File: config.mk
export PLATFORM = sky130hd
export DESIGN_NAME = bcd_sequential_flat
export DESIGN_NICKNAME = d
export VERILOG_FILES = /design/src/rtl/bcd_sequential_if.sv /design/src/rtl/bcd_sequential.sv /design/src/flat_wrapper.sv
export SDC_FILE = /design/constraint.sdc
export NUM_CORES = 1
export LEC_CHECK = 0
export CORE_ASPECT_RATIO = 0.9
export CORE_UTILIZATION = 58
export CTS_CLUSTER_DIAMETER = 50
export DETAILED_ROUTE_END_ITERATION = 8
export PLACE_DENSITY = 0.93
export SYNTH_ARGS = -nofsm -noshare
export SYNTH_HDL_FRONTEND = slang
export SYNTH_SLANG_ARGS = --single-unit
File: constraint.sdc
create_clock -name clk -period 3.25 [get_ports clk]
set_input_delay 0.4875 -clock clk [delete_from_list [all_inputs] [get_ports clk]]
set_output_delay 0.4875 -clock clk [all_outputs]
set_load 0.05 [all_outputs]
File: src/rtl/bcd_sequential_if.sv
// Handshake and result bundle for the sequential binary-to-BCD converter.
// The master drives start/bin; the slave (converter) returns status and result.
interface bcd_sequential_if #(
    parameter int WIDTH  = 8,
    parameter int DIGITS = 3
);
    logic                  start;
    logic [WIDTH-1:0]      bin;
    logic                  busy;
    logic                  done;
    logic [4*DIGITS-1:0]   bcd;
    logic                  overflow;
    logic [DIGITS-1:0]     blank;

    modport master (
        output start, bin,
        input  busy, done, bcd, overflow, blank
    );

    modport slave (
        input  start, bin,
        output busy, done, bcd, overflow, blank
    );
endinterface

File: src/rtl/bcd_sequential.sv
// Sequential double-dabble binary-to-BCD converter, one bit per clock.
// Optional leading-zero mask on blank is enabled by defining BCD_SEQ_BLANK_EN.
module bcd_sequential #(
    parameter int WIDTH  = 8,
    parameter int DIGITS = 3
) (
    input  logic             clk,
    input  logic             rst_n,
    bcd_sequential_if.slave  bus
);
    localparam int SW = 4 * DIGITS;
    localparam int CW = $clog2(WIDTH + 1);

    typedef enum logic [1:0] {
        ST_IDLE    = 2'd0,
        ST_CONVERT = 2'd1,
        ST_DONE    = 2'd2
    } state_t;

    state_t            state_r;
    logic [WIDTH-1:0]  shift_r;
    logic [SW-1:0]     scratch_r;
    logic              ovf_r;
    logic [CW-1:0]     step_r;
    logic              busy_r;
    logic              done_r;
    logic [SW-1:0]     bcd_r;
    logic              overflow_r;
    logic [SW-1:0]     adj_s;
    logic [SW-1:0]     next_scratch_s;
    logic              next_ovf_s;

    // Add 3 to every digit that would reach 10 or more after doubling.
    function automatic logic [SW-1:0] dabble_adjust(input logic [SW-1:0] s);
        logic [SW-1:0] r;
        r = s;
        for (int i = 0; i < DIGITS; i++) begin
            if (s[4*i +: 4] >= 4'd5) begin
                r[4*i +: 4] = s[4*i +: 4] + 4'd3;
            end else begin
                r[4*i +: 4] = s[4*i +: 4];
            end
        end
        return r;
    endfunction

    // One double-dabble step; the bit leaving the top digit is worth 10^DIGITS.
    always_comb begin
        adj_s          = dabble_adjust(scratch_r);
        next_scratch_s = {adj_s[SW-2:0], shift_r[WIDTH-1]};
        next_ovf_s     = ovf_r | adj_s[SW-1];
    end

`ifdef BCD_SEQ_BLANK_EN
    logic [DIGITS-1:0] blank_r;

    // Digit i (i >= 1) is blank when it and every digit above it are zero.
    function automatic logic [DIGITS-1:0] blank_mask(input logic [SW-1:0] s);
        logic [DIGITS-1:0] m;
        logic              zero_above;
        m          = {DIGITS{1'b0}};
        zero_above = 1'b1;
        for (int i = DIGITS - 1; i >= 1; i--) begin
            zero_above = zero_above & (s[4*i +: 4] == 4'd0);
            m[i]       = zero_above;
        end
        return m;
    endfunction

    // Leading-zero mask register, updated only when a conversion completes.
    always_ff @(posedge clk or negedge rst_n) begin
        if (!rst_n) begin
            blank_r <= {DIGITS{1'b0}};
        end else if (state_r == ST_CONVERT && step_r == CW'(WIDTH - 1)) begin
            blank_r <= blank_mask(next_scratch_s);
        end else begin
            blank_r <= blank_r;
        end
    end

    assign bus.blank = blank_r;
`else
    assign bus.blank = {DIGITS{1'b0}};
`endif

    // Control FSM with registered status and result outputs.
    always_ff @(posedge clk or negedge rst_n) begin
        if (!rst_n) begin
            state_r    <= ST_IDLE;
            shift_r    <= {WIDTH{1'b0}};
            scratch_r  <= {SW{1'b0}};
            ovf_r      <= 1'b0;
            step_r     <= {CW{1'b0}};
            busy_r     <= 1'b0;
            done_r     <= 1'b0;
            bcd_r      <= {SW{1'b0}};
            overflow_r <= 1'b0;
        end else begin
            case (state_r)
                ST_IDLE: begin
                    done_r <= 1'b0;
                    if (bus.start) begin
                        shift_r   <= bus.bin;
                        scratch_r <= {SW{1'b0}};
                        ovf_r     <= 1'b0;
                        step_r    <= {CW{1'b0}};
                        busy_r    <= 1'b1;
                        state_r   <= ST_CONVERT;
                    end else begin
                        busy_r    <= 1'b0;
                        state_r   <= ST_IDLE;
                    end
                end
                ST_CONVERT: begin
                    scratch_r <= next_scratch_s;
                    shift_r   <= {shift_r[WIDTH-2:0], 1'b0};
                    ovf_r     <= next_ovf_s;
                    step_r    <= step_r + CW'(1);
                    if (step_r == CW'(WIDTH - 1)) begin
                        bcd_r      <= next_scratch_s;
                        overflow_r <= next_ovf_s;
                        done_r     <= 1'b1;
                        state_r    <= ST_DONE;
                    end else begin
                        done_r     <= 1'b0;
                        state_r    <= ST_CONVERT;
                    end
                end
                ST_DONE: begin
                    done_r  <= 1'b0;
                    busy_r  <= 1'b0;
                    state_r <= ST_IDLE;
                end
                default: begin
                    done_r  <= 1'b0;
                    busy_r  <= 1'b0;
                    state_r <= ST_IDLE;
                end
            endcase
        end
    end

    assign bus.busy     = busy_r;
    assign bus.done     = done_r;
    assign bus.bcd      = bcd_r;
    assign bus.overflow = overflow_r;
endmodule

File: src/flat_wrapper.sv
// flat-port wrapper written by rule: the top's interface ports become plain ports
module bcd_sequential_flat 
#(
    parameter int WIDTH  = 8,
    parameter int DIGITS = 3
)
  (clk, rst_n, bus_start, bus_bin, bus_busy, bus_done, bus_bcd, bus_overflow, bus_blank);
  bcd_sequential_if #(.WIDTH(WIDTH), .DIGITS(DIGITS)) bus_i ();
  input  logic clk;
  input  logic rst_n;
  input wire logic [$bits(bus_i.start)-1:0] bus_start;
  input wire logic [$bits(bus_i.bin)-1:0] bus_bin;
  output wire logic [$bits(bus_i.busy)-1:0] bus_busy;
  output wire logic [$bits(bus_i.done)-1:0] bus_done;
  output wire logic [$bits(bus_i.bcd)-1:0] bus_bcd;
  output wire logic [$bits(bus_i.overflow)-1:0] bus_overflow;
  output wire logic [$bits(bus_i.blank)-1:0] bus_blank;
  assign bus_i.start = bus_start;
  assign bus_i.bin = bus_bin;
  assign bus_busy = bus_i.busy;
  assign bus_done = bus_i.done;
  assign bus_bcd = bus_i.bcd;
  assign bus_overflow = bus_i.overflow;
  assign bus_blank = bus_i.blank;
  bcd_sequential #(.WIDTH(WIDTH), .DIGITS(DIGITS)) u_core (.clk(clk), .rst_n(rst_n), .bus(bus_i));
endmodule
# --- Yosys cells after proc, flatten, opt, wreduce, memory -nomap -nowiden ---
# Index checks and enable logic that the tools add are counted.
op_classes:
  addsub: 4
  n_reduce_logical: 4
  eq_ne: 3
  muxes: 18
  div_mod_pow: 0
  shift: 0
  n_mul: 0
  bitwise: 1
  n_lt_le_gt_ge: 3
op_table:
  columns: ["cell", "count"]
  rows:
  - ["$pmux 12 s2", 1]
  - ["$mux 4", 4]
  - ["$pmux 8 s2", 1]
  - ["$add 4x2->4 const B", 3]
  - ["$ge 4x3->1 const B", 3]
  - ["$mux 12", 1]
  - ["$mux 8", 1]
  - ["$pmux 4 s2", 1]
  - ["$mux 1", 5]
  - ["$add 4x1->4 const B", 1]
  - ["$eq 4x3->1 const B", 1]
  - ["$pmux 1 s2", 2]
  - ["$pmux 2 s2", 1]
  - ["$reduce_and 2->1", 2]
  - ["$eq 2x1->1 const B", 1]
  - ["$logic_not 2->1", 1]
  - ["$mux 2", 1]
  - ["$ne 2x2->1 const B", 1]
  - ["$reduce_bool 2->1", 1]
  - ["$or 1x1->1", 1]
word_totals:
  romBits: 0
  out_inout_bits: 18
  mem_count: 0
  ramBits: 0
  elab_cells: 42
  regBits: 42
  inputBits: 11
  latchBits: 0

# --- Logic depth before layout (Yosys ltp) ---
logic_depth:
  word_depth: 4
  depth_mapped: 6
  ltp_nobuf: 6

# --- Worst setup path after synthesis ---
# Ideal clock, no wire load.
synth_path:
  path_type: "register to register"
  start: "register, netlist name u_core.bus.done"
  end: "register u_core.bcd_r[0], in the netlist u_core.bus.bcd[0]"
  arrival_time_ps: 1567
  setup_ps: 125
  n_path_buf: 2
  t_required_ps: 3125
  setup_slack_ps: 1558
  path_stages_with_launch: 6
  synth_period_minus_slack_ps: 1692
  path_cell_list: "dfrtp_1 -> buf_6 -> nand2b_4 -> nor3_4 -> buf_6 -> mux2_2"
synth_rtl:
  columns: ["item", "line", "text"]
  rows:
  - ["to (signal assigned)", "bcd_sequential.sv:96", "bcd_r <= {SW{1'b0}};"]
  - ["to (signal assigned)", "bcd_sequential.sv:120", "bcd_r <= next_scratch_s;"]
  - ["to (decl)", "bcd_sequential.sv:27", "logic [SW-1:0] bcd_r;"]

# --- Final worst setup path ---
layout_path:
  start: "register u_core.done_r, in the netlist u_core.bus.done"
  end: "output bus_done"
layout_rtl:
  columns: ["item", "line", "text"]
  rows:
  - ["from (decl)", "bcd_sequential.sv:26", "logic done_r;"]
  - ["from (signal assigned)", "bcd_sequential.sv:95", "done_r <= 1'b0;"]
  - ["from (signal assigned)", "bcd_sequential.sv:101", "done_r <= 1'b0;"]
  - ["from (signal assigned)", "bcd_sequential.sv:122", "done_r <= 1'b1;"]
  - ["to (decl)", "flat_wrapper.sv:14", "output wire logic [$bits(bus_i.done)-1:0] bus_done;"]
# No word-level cell between the ends.

==> results.py <==
metrics = {
    "global_route": {
        "grt_start_max_net_pins": 42,
        "grt_antenna_before_repair": 0,
        "grt_pass1_wl_um": 6570,
        "grt_overflow": 0,
        "grt_pass1_vias": 1422,
        "grt_usage_pct": 24.2,
    },
    "logic_synthesis": {
        "synth_seq_cells": 41,
        "avgSynthCellArea_um2": 10.4,
        "syn_area_um2": 2030,
        "yosysWarnings": 0,
        "synth_cells": 195,
        "synth_cell_types": 29,
        "seq_area_frac_synth_pct": 50.6,
    },
    "die": {
        "io_pins": 29,
        "rows": 19,
        "start_util_pct": 63.7,
        "die_h_um": 58.1,
        "fp.coreArea_um2": 3190,
        "fp.dieArea_um2": 3740,
        "die_x_um": 64.3,
    },
    "timing": {
        "fin_crit_sh_pct": 74.2,
        "drv_slew": 0,
        "setup_violations": 0,
        "worst_pin_slew_ps": 887,
        "final_hold_viol_count": 0,
        "worst_clock_skew_ps": 8.77,
        "tns_ps": 0,
        "rsz0062_at_grt": "false",
        "slew_headroom_pct": 40.9,
        "worst_slack_ps": 840,
        "fmax_mhz": 415,
        "period_minus_slack_ps": 2410,
    },
    "detailed_routing": {
        "wl_um": 3830,
        "viasPerCell": 5.74,
        "dr.pass1.iters": 4,
        "vias": 1497,
        "drt-wirelength-per-cell_um": 14.7,
        "detail_route.iter0.violations": 102,
        "drcViolationCount": 0,
        "ant_nets": 0,
    },
    "setup_path": {
        "path_depth": 1,
        "critPathArrivalTime_ps": 1920,
        "path_cells": "clkdlybuf4s50_1",
        "crit_fanout": 19,
        "required_ps": 2760,
        "cp-start-kind": "flop",
        "end_kind": "output port",
        "cpMaxStageDelayCell": "clkdlybuf4s50_1",
        "critPathTopFamily": "buffers and inverters",
        "ff2ff_path_depth": 4,
        "crit_type": "flop to output port",
        "slowest_delay_ps": 920,
        "cp_num_buf_inv": 1,
    },
    "cts": {
        "cts_tree": "done",
        "insertion_delay_ps": 300,
        "ctsLongestPathBuffers": 2,
        "cts.root.buffer_cell": "clkbuf_8",
        "clk_pin_slew_ps": 70,
        "hold_buffers": 0,
        "cts_setup_buffers": 0,
        "numCtsBuffers": 5,
        "cts_resized": 0,
        "clock-sinks": 41,
        "htreeDepth": 2,
    },
    "pwr": {
        "p_leak_nw": 1.06,
        "cellPowerDensity_nw_per_um2": 1150,
        "peakVddDrop_mv": 0.637,
    },
    "final_layout": {
        "final_cell_mix": "41 x dfrtp_1, 24 x clkdlybuf4s50_1, 23 x a21oi_1",
        "final_common_cell": "dfrtp_1",
        "antennaDiodeCount": 0,
        "drive_above_1_share_pct": 10.0,
        "syn_to_final_growth_pct": 16.6,
        "nets": 236,
        "design_area_um2": 2360,
    },
    "placement": {
        "dpl_cell_area_um2": 2260,
        "dp_slack_ps": 1020,
        "gp_congestion": 0.823,
        "post-dp-hpwl_um": 2540,
        "port_buffers": 25,
    },
    "job": {
        "max-cap-violations": 0,
    },
    "run_status": {
        "status": "completed",
    },
    "worst_hold_path": {
        "hold_path.class": "input pin to asynchronous set/reset pin",
    },
}
-- power breakdown --
| group | internal (W) | switching (W) | total (W) |
|---|---|---|---|
| Sequential | 0.000745 | 0.000202 | 0.000947 |
| Clock | 0.000192 | 0.000174 | 0.000366 |
| Combinational | 0.000573 | 0.000825 | 0.00140 |
-- stage by stage --
| stage | total power [W] | instances | hold slack (ps) | util [%] |
|---|---|---|---|---|
| floorplan | 0.00199 | 197 | 192 | - |
| global placement | 0.00230 | 253 | 472 | 71.1 |
| detailed placement | 0.00235 | 253 | 483 | 71.1 |
| CTS | 0.00273 | 261 | 327 | 74.2 |
| global route | 0.00291 | 261 | 374 | 74.2 |
| finish | 0.00271 | 261 | 305 | 74.2 |
-- routing by layer --
layer / up-vias / wire [um] / track usage (%)
met5: - / 0 / 0
met4: 0 / 146 / 14.0
met3: 15 / 166 / 8.66
met2: 35 / 1730 / 34.1
met1: 725 / 1790 / 32.4
li1: 722 / - / -
-- registers in the layout (all words and copies together), names as in the netlist --
signal and flops:
u_core.ovf_r 1, u_core.bus.overflow 1, u_core.bus.done 1, u_core.bus.busy 1
u_core.shift_r 8, u_core.step_r 4, u_core.scratch_r 12, u_core.state_r 1
u_core.bus.bcd 12
-- cell type report --
class / instances / area (um^2)
clock buffers: 7 / 96.3
clock inverters: 1 / 5.00
fillers: 230 / 821
inverters: 7 / 26.3
multi-input cells: 136 / 898
flip-flops and latches: 41 / 1030
well taps: 42 / 52.6
repair buffers: 27 / 260
-- worst paths after layout --
kind,start,to,slack [ps]
worst min register to register,u_core.ovf_r$_DFFE_PN0P_,u_core.ovf_r$_DFFE_PN0P_,510
worst max-delay path,u_core.bus.done$_DFF_PN0_,bus_done,840
worst max register to register,u_core.bus.done$_DFF_PN0_,u_core.bus.bcd[1]$_DFFE_PN0P_,1240
worst min-delay path,rst_n,u_core.bus.bcd[5]$_DFFE_PN0P_,310
max in group asynchronous,rst_n,u_core.bus.bcd[4]$_DFFE_PN0P_,2390
min in group clk,u_core.ovf_r$_DFFE_PN0P_,u_core.ovf_r$_DFFE_PN0P_,510
-- synthesized netlist by cell type (all sizes together) --
| library cell | count | area [um^2] |
|---|---|---|
| a21oi | 23 | 115 |
| mux2i | 4 | 40.0 |
| nor2 | 12 | 45.0 |
| a31oi | 1 | 6.26 |
| buf | 11 | 77.6 |
| a22o | 10 | 87.6 |
| nand2b | 4 | 32.5 |
| xnor2 | 3 | 26.3 |
| ha | 7 | 87.6 |
| nor3 | 2 | 21.3 |
| a22oi | 7 | 52.6 |
| inv | 7 | 26.3 |
| dfrtp | 41 | 1030 |
| clkbuf | 2 | 7.51 |
| and2b | 1 | 7.51 |
| nor2b | 9 | 56.3 |
| o21bai | 1 | 11.3 |
| mux2 | 8 | 90.1 |
| nand2 | 15 | 56.3 |
| o221ai | 1 | 8.76 |
| a21o | 1 | 7.51 |
| conb | 1 | 3.75 |
| nand3 | 1 | 5.00 |
| nor3b | 6 | 45.0 |
| o21ai | 17 | 85.1 |
-- cell families (layout without fill, tap and decap cells) --
| group | count (synthesis) | in the layout | synth area share [%] |
|---|---|---|---|
| AOI/OAI and AO/OA | 61 | 61 | 18.4 |
| xor gates and xnor gates | 3 | 3 | 1.30 |
| adders and majority gates | 7 | 7 | 4.32 |
| buffers and inverters | 20 | 42 | 5.49 |
| DFF | 41 | 41 | 50.6 |
| muxes | 12 | 12 | 6.42 |
| other | 1 | 3 | 0.185 |
| and+or+nand+nor | 50 | 50 | 13.3 |
Note: power is estimated with default switching activity, not from simulation.
